## config.mk

```make
export PLATFORM = sky130hd
export DESIGN_NAME = stall_ctrl
export DESIGN_NICKNAME = d
export VERILOG_FILES = /design/src/rtl/stall_ctrl_pkg.sv /design/src/rtl/stall_ctrl_md_busy_tracker.sv /design/src/rtl/stall_ctrl.sv
export SDC_FILE = /design/constraint.sdc
export NUM_CORES = 1
export LEC_CHECK = 0
export ABC_AREA = 1
export CAP_MARGIN = 40
export CORE_MARGIN = 5
export CORE_UTILIZATION = 30
export DETAILED_ROUTE_END_ITERATION = 10
export PLACE_DENSITY = 0.58
export RECOVER_POWER = 100
export SYNTH_ARGS = -nofsm -noshare
export SYNTH_HDL_FRONTEND = slang
export SYNTH_HIERARCHICAL = 1
export SYNTH_SLANG_ARGS = --single-unit
```

## constraint.sdc

```tcl
create_clock -name clk -period 4.45 [get_ports clk]
set_input_delay 1.335 -clock clk [delete_from_list [all_inputs] [get_ports clk]]
set_output_delay 1.335 -clock clk [all_outputs]
set_load 0.01 [all_outputs]
```

## src/rtl/stall_ctrl_pkg.sv

```systemverilog
// Shared definitions for the hazard/stall sequencer and pipeline registers.
// Tuse/Tnew classes, MD latencies, reset PC and the RAW-hazard helper.
package stall_ctrl_pkg;

    typedef enum logic [1:0] {
        T0    = 2'd0,
        T1    = 2'd1,
        T2    = 2'd2,
        TNONE = 2'd3
    } tclass_e;

    localparam int MULT_CYC_DEF = 5;
    localparam int DIV_CYC_DEF  = 10;

    localparam logic [31:0] RESET_PC = 32'h0000_3000;

    // Producer still in flight longer than the consumer can wait.
    function automatic logic raw_hazard(
        input logic [4:0] ra,
        input logic [1:0] tuse,
        input logic [4:0] wa_e,
        input logic [1:0] tnew_e,
        input logic [4:0] wa_m,
        input logic [1:0] tnew_m
    );
        logic hit_e;
        logic hit_m;
        hit_e = (ra == wa_e) && (tnew_e > tuse);
        hit_m = (ra == wa_m) && (tnew_m > tuse);
        return (ra != 5'd0) && (hit_e || hit_m);
    endfunction

endpackage

```

## src/rtl/stall_ctrl_md_busy_tracker.sv

```systemverilog
// Busy window tracker for the multi-cycle mult/div unit.
// A start in EX (re)loads the latency; busy covers the start cycle too.
module md_busy_tracker
    import stall_ctrl_pkg::*;
#(
    parameter int MULT_CYC = MULT_CYC_DEF,
    parameter int DIV_CYC  = DIV_CYC_DEF,
    parameter int CNT_W    = 4
) (
    input  logic clk,
    input  logic reset,
    input  logic md_start_E,
    input  logic md_div_E,
    output logic md_busy
);

    logic [CNT_W-1:0] md_cnt;
    logic [CNT_W-1:0] load_val;

    assign load_val = md_div_E ? CNT_W'(DIV_CYC)
                               : CNT_W'(MULT_CYC);

    always_ff @(posedge clk) begin
        if (reset) begin
            md_cnt <= '0;
        end else if (md_start_E) begin
            md_cnt <= load_val;
        end else if (md_cnt != '0) begin
            md_cnt <= md_cnt - CNT_W'(1);
        end
    end

    assign md_busy = md_start_E || (md_cnt != '0);

endmodule

```

## src/rtl/stall_ctrl.sv

```systemverilog
// Pipeline hazard/stall sequencer: drives PC/IF-ID enables and ID/EX flush.
// Holds RAW compare, MD-busy stall and a saturating stall-cycle counter.
module stall_ctrl
    import stall_ctrl_pkg::*;
#(
    parameter int MULT_CYC = MULT_CYC_DEF,
    parameter int DIV_CYC  = DIV_CYC_DEF,
    parameter int CNT_W    = 4
) (
    input  logic        clk,
    input  logic        reset,
    input  logic [4:0]  rs_D,
    input  logic [4:0]  rt_D,
    input  logic [1:0]  tuse_rs_D,
    input  logic [1:0]  tuse_rt_D,
    input  logic        md_D,
    input  logic [4:0]  wa_E,
    input  logic [1:0]  tnew_E,
    input  logic [4:0]  wa_M,
    input  logic [1:0]  tnew_M,
    input  logic        md_start_E,
    input  logic        md_div_E,
    output logic        pc_en,
    output logic        en01,
    output logic        flush12,
    output logic        md_busy,
    output logic [31:0] stall_cnt
);

    logic stall_rs;
    logic stall_rt;
    logic stall_md;
    logic stall;

    md_busy_tracker #(
        .MULT_CYC (MULT_CYC),
        .DIV_CYC  (DIV_CYC),
        .CNT_W    (CNT_W)
    ) u_md (
        .clk        (clk),
        .reset      (reset),
        .md_start_E (md_start_E),
        .md_div_E   (md_div_E),
        .md_busy    (md_busy)
    );

    assign stall_rs = raw_hazard(rs_D, tuse_rs_D,
                                 wa_E, tnew_E, wa_M, tnew_M);
    assign stall_rt = raw_hazard(rt_D, tuse_rt_D,
                                 wa_E, tnew_E, wa_M, tnew_M);
    assign stall_md = md_D && md_busy;
    assign stall    = stall_rs || stall_rt || stall_md;

    // IF/ID only resets when enabled, so keep it open during reset.
    always_comb begin
        pc_en   = ~stall;
        en01    = ~stall;
        flush12 = stall;
        if (reset) begin
            pc_en   = 1'b1;
            en01    = 1'b1;
            flush12 = 1'b1;
        end
    end

    always_ff @(posedge clk) begin
        if (reset) begin
            stall_cnt <= '0;
        end else if (stall && (stall_cnt != '1)) begin
            stall_cnt <= stall_cnt + 32'd1;
        end
    end

endmodule

```

* After elaboration in Yosys (flattened, before gate mapping)
Cells that the tools add are included.
Word-level totals: register bits 36, input bits 33, word-level logic and storage cells 36
Operators by class: add/sub/neg operators 2, magnitude comparators 4, equal/unequal tests 5, muxes and demuxes 5, bitwise operators 1, reductions and logical operators 17
Operators by type and width (count):
- $add 32x1->32 const B | 1
- $ne 32x32->1 const B | 1
- $eq 5x5->1 | 4
- $mux 4 | 3
- $reduce_bool 5->1 | 2
- $gt 2x2->1 | 4
- $logic_and 1x1->1 | 8
- $logic_or 1x1->1 | 5
- $reduce_bool 4->1 | 1
- $sub 4x1->4 const B | 1
- $mux 1 | 2
- $reduce_bool 2->1 | 1
- $not 1->1 | 1

* Longest topological paths before layout
Gate-level depths: netlist of run 1.
word-level depth 8, gate-level depth with buffers 15, gate-level depth less buffers 15

* Cells and area by module
Netlist of run 1, hierarchy kept.
Modules (own cells, without submodules):
- stall_ctrl | instances 1, cells an instance 446, area an instance 2606.2 um2, sequential area each 640.6 um2
- md_busy_tracker | instances 1, cells an instance 40, area an instance 274.0 um2, sequential area each 80.1 um2

* Worst setup path after synthesis of run 1
Ideal clock, no wire load.
path type input -> output, start point in tuse_rt_D[1], end point out pc_en, data arrival time 2731 ps, slack 384 ps, cell stages on the path 14, cell sequence inv_1 -> ha_1 -> nand2_1 -> inv_1 -> nor2_1 -> nand2_1 -> nor2_1 -> nand2_1 -> nand2_1 -> nand2_1 -> nand3_2 -> buf_2 -> nand2_1 -> buf_4
Between the ends: word-level cells in the longest chain between the ends 8, elaborated cells between the ends (all ways) 10, those cells by class order compare: 2; mux: 1; bitwise: 1; reduce/logical: 6
RTL lines:
- start, declared | RTL line stall_ctrl.sv:15 | input logic [1:0] tuse_rt_D,
- $gt 2x2->1 (on tied branches) | RTL line stall_ctrl_pkg.sv:28, stall_ctrl_pkg.sv:29
- $logic_and 1x1->1 (on tied branches) | RTL line stall_ctrl_pkg.sv:28, stall_ctrl_pkg.sv:29
- $logic_or 1x1->1 (*) | RTL line stall_ctrl_pkg.sv:30 | return (ra != 5'd0) && (hit_e || hit_m);
- $logic_and 1x1->1 (*) | RTL line stall_ctrl_pkg.sv:30
- $logic_or 1x1->1 (*) (2 in series) | RTL line stall_ctrl.sv:52 | assign stall = stall_rs || stall_rt || stall_md;
- $not 1->1 (*)
- $mux 1 (*)
- end, declared | RTL line stall_ctrl.sv:23 | output logic pc_en,
Mark *: on every way between the ends. The rest lies on a longest branch, timed or not.

* Final worst setup path of run 1
start point in md_start_E, end point out md_busy
Between the ends: word-level cells in the longest chain between the ends 1
RTL lines:
- start, declared | RTL line stall_ctrl.sv:21 | input logic md_start_E,
- $logic_or 1x1->1 | RTL line stall_ctrl_md_busy_tracker.sv:33 | assign md_busy = md_start_E || (md_cnt != '0);
- end, declared | RTL line stall_ctrl.sv:26 | output logic md_busy,
Every way passes these cells.

==> summary.txt, run 1 <==
Worst Min Path Start: stall_cnt[31]$_SDFFE_PP0P_
FP Rows: 35
most common cell after layout, fill and taps aside: nand2_1
Hold Violations, Final: 0
Root Driver: clkbuf_8
first-pass GRT wire length: 12800 um
kind of critical path: in2out
Gate power share: 23.4%
full die area: 11700 um2
via/cell ratio: 4.59
Clock power frac: 32.9%
TritonRoute pass-1 iters: 4
Clock transition at path regs: 0.08 ns
worst setup margin: 0.112 ns
crit end category: output port
most frequent cells in the layout: nand2_1, nor2_1, inv_1, nand3_1, dfxtp_1
DP Worst Slack: -0.240 ns
post-layout min period: 4.34 ns
WL/cell: 11.3 um
pin count of the biggest net entering global routing: 64
routed vias: 3138
Final ANT Viol Nets: 0
Sw Share: 29.7%
crit-path max FO: 4
R2R setup slack: 2.01 ns
leak pwr: 1.91 nW
Worst EP required: 3.12 ns
grt total ovfl: 0
syn_area_per_cell: 5.93 um2
Fmax: 231 MHz
Synthesis Warnings: 6
Hold Crit Class: reg2reg
Yosys reg bits: 36
Initial Utilization: 31.0%
clock tree buffer depth: 2
syn nets: 530
total power: 0.777 mW
Layout Nets: 598
Yosys cell types: 33
slew of the pin with the lowest slew margin: 1.17 ns
outcome: complete, no violations
TritonCTS clock tree: built
maximum vdd ir drop: 0.115 mV
Layout Area Growth over Synthesis: 30.3%
sequential cell area fraction in the yosys report: 25.0%
RSZ-0062 raised after global routing: no
Post-CTS Hold Fix Bufs: 0
Clock Skew: 0.00762 ns
filler cell count: 1005
Final Setup Violations: 0
Flop pwr share: 43.8%
Final HPWL DP: 5970 um
Post-CTS Setup Inserts: 0
share of layout cells above drive strength 1: 6.86%
arrival time worst endpoint: 3.00 ns
Clock Sinks: 36
Critical R2R Launch: u_md/md_cnt[0]$_SDFFE_PP0P_
Synth Instances: 486
GRT Util Overall: 13.2%
max-cap violation count: 0
clock latency on the worst-skew pair: 0.29 ns
pwr dens: 207 nW/um2
die height: 108 um
Total Wirelength: 7730 um
CTS buffer count: 5
core area: 9280 um2
Die Wd: 108 um
Residual DRC: 0
CP Launch Type: primary input
# IOs: 69
internal power: 0.547 mW
fin crit share: 97.5%
DRT iter0 DRCs: 111
fin. max-slew vios: 0
P_sw: 0.231 mW
Worst setup startpoint: md_start_E
vias in the first global route: 2844
synthesized area: 2880 um2
Slew headroom: 22.1%
IO buf count: 68
htree depth: 2
number of inserted diodes: 0
initial antenna violation count: 0
GPL Wtd Cong: 0.902
==> logic make-up (layout without fill, tap and decap cells) <==
logic type	after synthesis	count (layout)	share of synthesized area (%)
fa+ha+maj	11	11	4.78
buf+inv	88	156	12.2
simple gates	306	306	49.2
xor+xnor	6	6	1.82
compound gates	39	39	7.04
flops	36	36	25.0
==> per-layer routing <==
metal  GRT usage (%)  vias up  part of all wire, %
met3            2.87        4                  6.3
li1                -     1670                    -
met5               0        -                    0
met1            17.1     1393                   47
met2            22.5       71                   46
met4            2.89        0                 0.62
==> final cells by class <==
type	count	area [um2]	area share, %
multi-input combinational	362	1790	47.8
clock buffer	7	96.3	2.57
sequential	36	721	19.2
inverter	77	289	7.70
timing repair buffer	72	692	18.4
tap	129	161	4.30
==> timing repair <==
item,4_1_cts,5_1_grt
setup endpoints to repair,3,3
gates resized for setup,3,8
gates cloned,0,0
pin swaps,0,1
==> path summary, 6_finish.rpt <==
path                                                   end  cells past startpoint
worst max-delay path                               md_busy                      4
worst min-delay path            stall_cnt[31]$_SDFFE_PP0P_                      2
worst max register to register  stall_cnt[18]$_SDFFE_PP0P_                      9
worst min register to register  stall_cnt[31]$_SDFFE_PP0P_                      2
==> power by group through the flow <==
stage / Clock, mW / Sequential, mW / Combinational (mW)
3_5_place_dp: 0 / 0.349 / 0.191
3_3_place_gp: 0 / 0.348 / 0.188
2_1_floorplan: 0 / 0.348 / 0.116
4_1_cts: 0.265 / 0.341 / 0.189
6_report: 0.255 / 0.340 / 0.182
5_1_grt: 0.277 / 0.342 / 0.205
==> flip-flops by register name, summed over array words and instances (netlist names) <==
name	cells
u_md/md_cnt	4
stall_cnt	32
==> Yosys cell counts <==
cell type	count	area share, %
nand2_1	136	18
nor2_1	77	10
inv_1	72	9.4
nand3_1	47	8.2
dfxtp_1	36	25
a21oi_1	34	5.9
nand4_1	16	3.5
ha_1	11	4.8
buf_2	7	1.2
nand2_2	6	1.3
nor2_4	5	2.0
nor3_1	5	0.87
inv_2	4	0.52
xor2_1	4	1.2
clkbuf_1	2	0.26
nand3_2	2	0.70
nand3_4	2	1.2
nor3_2	2	0.70
nor4_1	2	0.43
o21ai_0	2	0.35
xnor2_1	2	0.61
a21boi_0	1	0.26
buf_4	1	0.26
buf_6	1	0.39
clkinv_1	1	0.13
nand2_4	1	0.39
nand3b_1	1	0.26
nand4_4	1	0.74
nor2_2	1	0.22
nor3_4	1	0.56
nor3b_2	1	0.43
o21a_1	1	0.26
o21bai_1	1	0.26
==> metrics by stage <==
stage               instance area (um2)  util, %  hold slack (ns)  cells  TNS [ns]
floorplan                          2880        -            0.544    486         0
global placement                   3690     39.8            0.525    676    -0.587
detailed placement                 3690     39.8            0.530    676    -0.666
CTS                                3780     40.8            0.546    683   -0.0832
global route                       3750     40.4            0.569    683         0
finish                             3750     40.4            0.538    683         0
==> critical path: stages <==
cell	delay, ns
dlygate4sd3_1	0.55
nor2_1	0.22
nand3_1	0.23
dlygate4sd3_1	0.67
(Power assumes the default switching activity.)
==> run 2: changes to the inputs <==
--- a/config.mk
+++ b/config.mk
@@ -8,10 +8,11 @@
 export ABC_AREA = 1
 export CAP_MARGIN = 40
 export CORE_MARGIN = 5
-export CORE_UTILIZATION = 30
+export CORE_UTILIZATION = 45
 export DETAILED_ROUTE_END_ITERATION = 10
-export PLACE_DENSITY = 0.58
+export PLACE_DENSITY = 0.78
 export RECOVER_POWER = 100
+export SLEW_MARGIN = 5
 export SYNTH_ARGS = -nofsm -noshare
 export SYNTH_HDL_FRONTEND = slang
 export SYNTH_HIERARCHICAL = 1
==> summary.txt, run 2 (synthesis gave the netlist of run 1 again) <==
outcome: complete, no violations
grt total ovfl: 0
Critical R2R Launch: u_md/md_cnt[0]$_SDFFE_PP0P_
Hold Violations, Final: 0
Clock Sinks: 36
most common cell after layout, fill and taps aside: nand2_1
initial antenna violation count: 0
cells on worst reg2reg path: 9
fin. max-slew vios: 0
WL/cell: 11.6 um
crit end category: output port
post-layout min period: 4.34 ns
WHS: 0.545 ns
CTS buffer count: 5
RR Endpoint: stall_cnt[18]$_SDFFE_PP0P_
Layout Area Growth over Synthesis: 29.4%
DRT iter0 DRCs: 161
first-pass GRT wire length: 12600 um
kind of critical path: in2out
vias in the first global route: 2927
RSZ-0062 raised after global routing: no
Worst Min Path Start: stall_cnt[1]$_SDFFE_PP0P_
via/cell ratio: 5.02
hold path depth: 2
Post-CTS Setup Inserts: 0
Clock Skew: 0.00480 ns
htree depth: 2
FP Rows: 29
max-cap violation count: 0
clock latency on the worst-skew pair: 0.28 ns
GPL Wtd Cong: 0.903
Final HPWL DP: 5870 um
IO buf count: 68
pin count of the biggest net entering global routing: 64
share of layout cells above drive strength 1: 7.22%
maximum vdd ir drop: 0.115 mV
number of inserted diodes: 0
Slew headroom: 25.6%
Initial Utilization: 45.9%
TritonRoute pass-1 iters: 4
full die area: 8100 um2
Final Setup Violations: 0
Total Wirelength: 7340 um
CP Launch Type: primary input
Clock transition at path regs: 0.07 ns
die height: 90.0 um
Hold Crit Class: reg2reg
Top reg by flops: stall_cnt
Die Wd: 90.0 um
clock tree buffer depth: 2
fin crit share: 97.4%
TritonCTS clock tree: built
slew of the pin with the lowest slew margin: 1.12 ns
Hold Path End: stall_cnt[1]$_SDFFE_PP0P_
pwr dens: 209 nW/um2
core area: 6280 um2
R2R setup slack: 2.14 ns
Residual DRC: 0
Final ANT Viol Nets: 0
arrival time worst endpoint: 3.00 ns
final cell utilization of the core: 59.4%
leak pwr: 1.93 nW
Root Driver: clkbuf_8
Largest regs: stall_cnt: 32 flops, u_md/md_cnt: 4 flops
most frequent cells in the layout: nand2_1, nor2_1, inv_1, nand3_1, dfxtp_1
GRT Util Overall: 17.7%
Worst EP required: 3.12 ns
max reg flops: 32
Fmax: 231 MHz
Layout Nets: 598
crit-path max FO: 2
routed vias: 3167
# IOs: 69
-- run 2: changes by cell type in the layout (fill, tap and decap cells not counted), moves of 2 or more --
cell / change
buf_2: +2
ha_4: +2
ha_1: -2
clkbuf_2: -2
-- run 2: how the worst max path moves through the flow --
stage / from / to / slack [ns] / cells past startpoint
CTS: tuse_rt_D[1] / en01 / 0.01 / 12
global route: tuse_rt_D[1] / pc_en / 0.004 / 12
floorplan: tuse_rt_D[1] / pc_en / 0.38 / 14
detailed placement: tuse_rt_D[1] / en01 / -0.27 / 14
global placement: tuse_rt_D[1] / en01 / -0.18 / 14
finish: tuse_rt_D[1] / en01 / 0.11 / 12
-- run 2: layout make-up --
class | count | area, um2
Inverter | 77 | 289
Fill cell | 633 | 2550
Clock buffer | 7 | 96.3
Timing Repair Buffer | 72 | 694
Multi-Input combinational cell | 362 | 1830
Sequential cell | 36 | 721
Tap cell | 77 | 96.3
-- run 2: where the power goes --
group	switching [mW]	internal (mW)	leakage (nW)
Clock	0.114	0.138	0.0503
Combinational	0.107	0.0805	1.59
Sequential	0.00842	0.331	0.292
Total	0.229	0.550	1.93
-- run 2: through the flow --
stage	std cells	setup slack, ns	power, mW	setup TNS, ns	cell area [um2]
final	631	0.114	0.779	0	3730
after detailed placement	624	-0.266	0.539	-0.771	3630
after floorplan	486	0.384	0.464	0	2880
after global placement	624	-0.179	0.532	-0.526	3630
after CTS	631	0.00996	0.793	0	3740
after global routing	631	0.00380	0.827	0	3730
-- run 2: routing by layer --
metal	GRT usage, %	share of wire [%]
met5	0	0
met4	3.85	1.1
met3	4.26	6.1
met2	30.8	49
met1	22.0	44
-- run 2: timing repair --
item / 4_1_cts / 5_1_grt
hold buffers: 0 / 0
pin swaps: 1 / 0
gates resized for setup: 8 / 7
endpoints found under the setup margin: 3 / 3
-- run 2: worst max-delay path: stages --
cell             delay (ns)
clkdlybuf4s50_1        0.45
inv_1                  0.08
ha_1                   0.31
nand2_1                0.08
nand3_1                0.08
nor2_1                 0.10
nand3_1                0.10
nand2_1                0.09
nand2_1                0.07
nand3_2                0.09
nand2_2                0.07
buf_2                  0.14
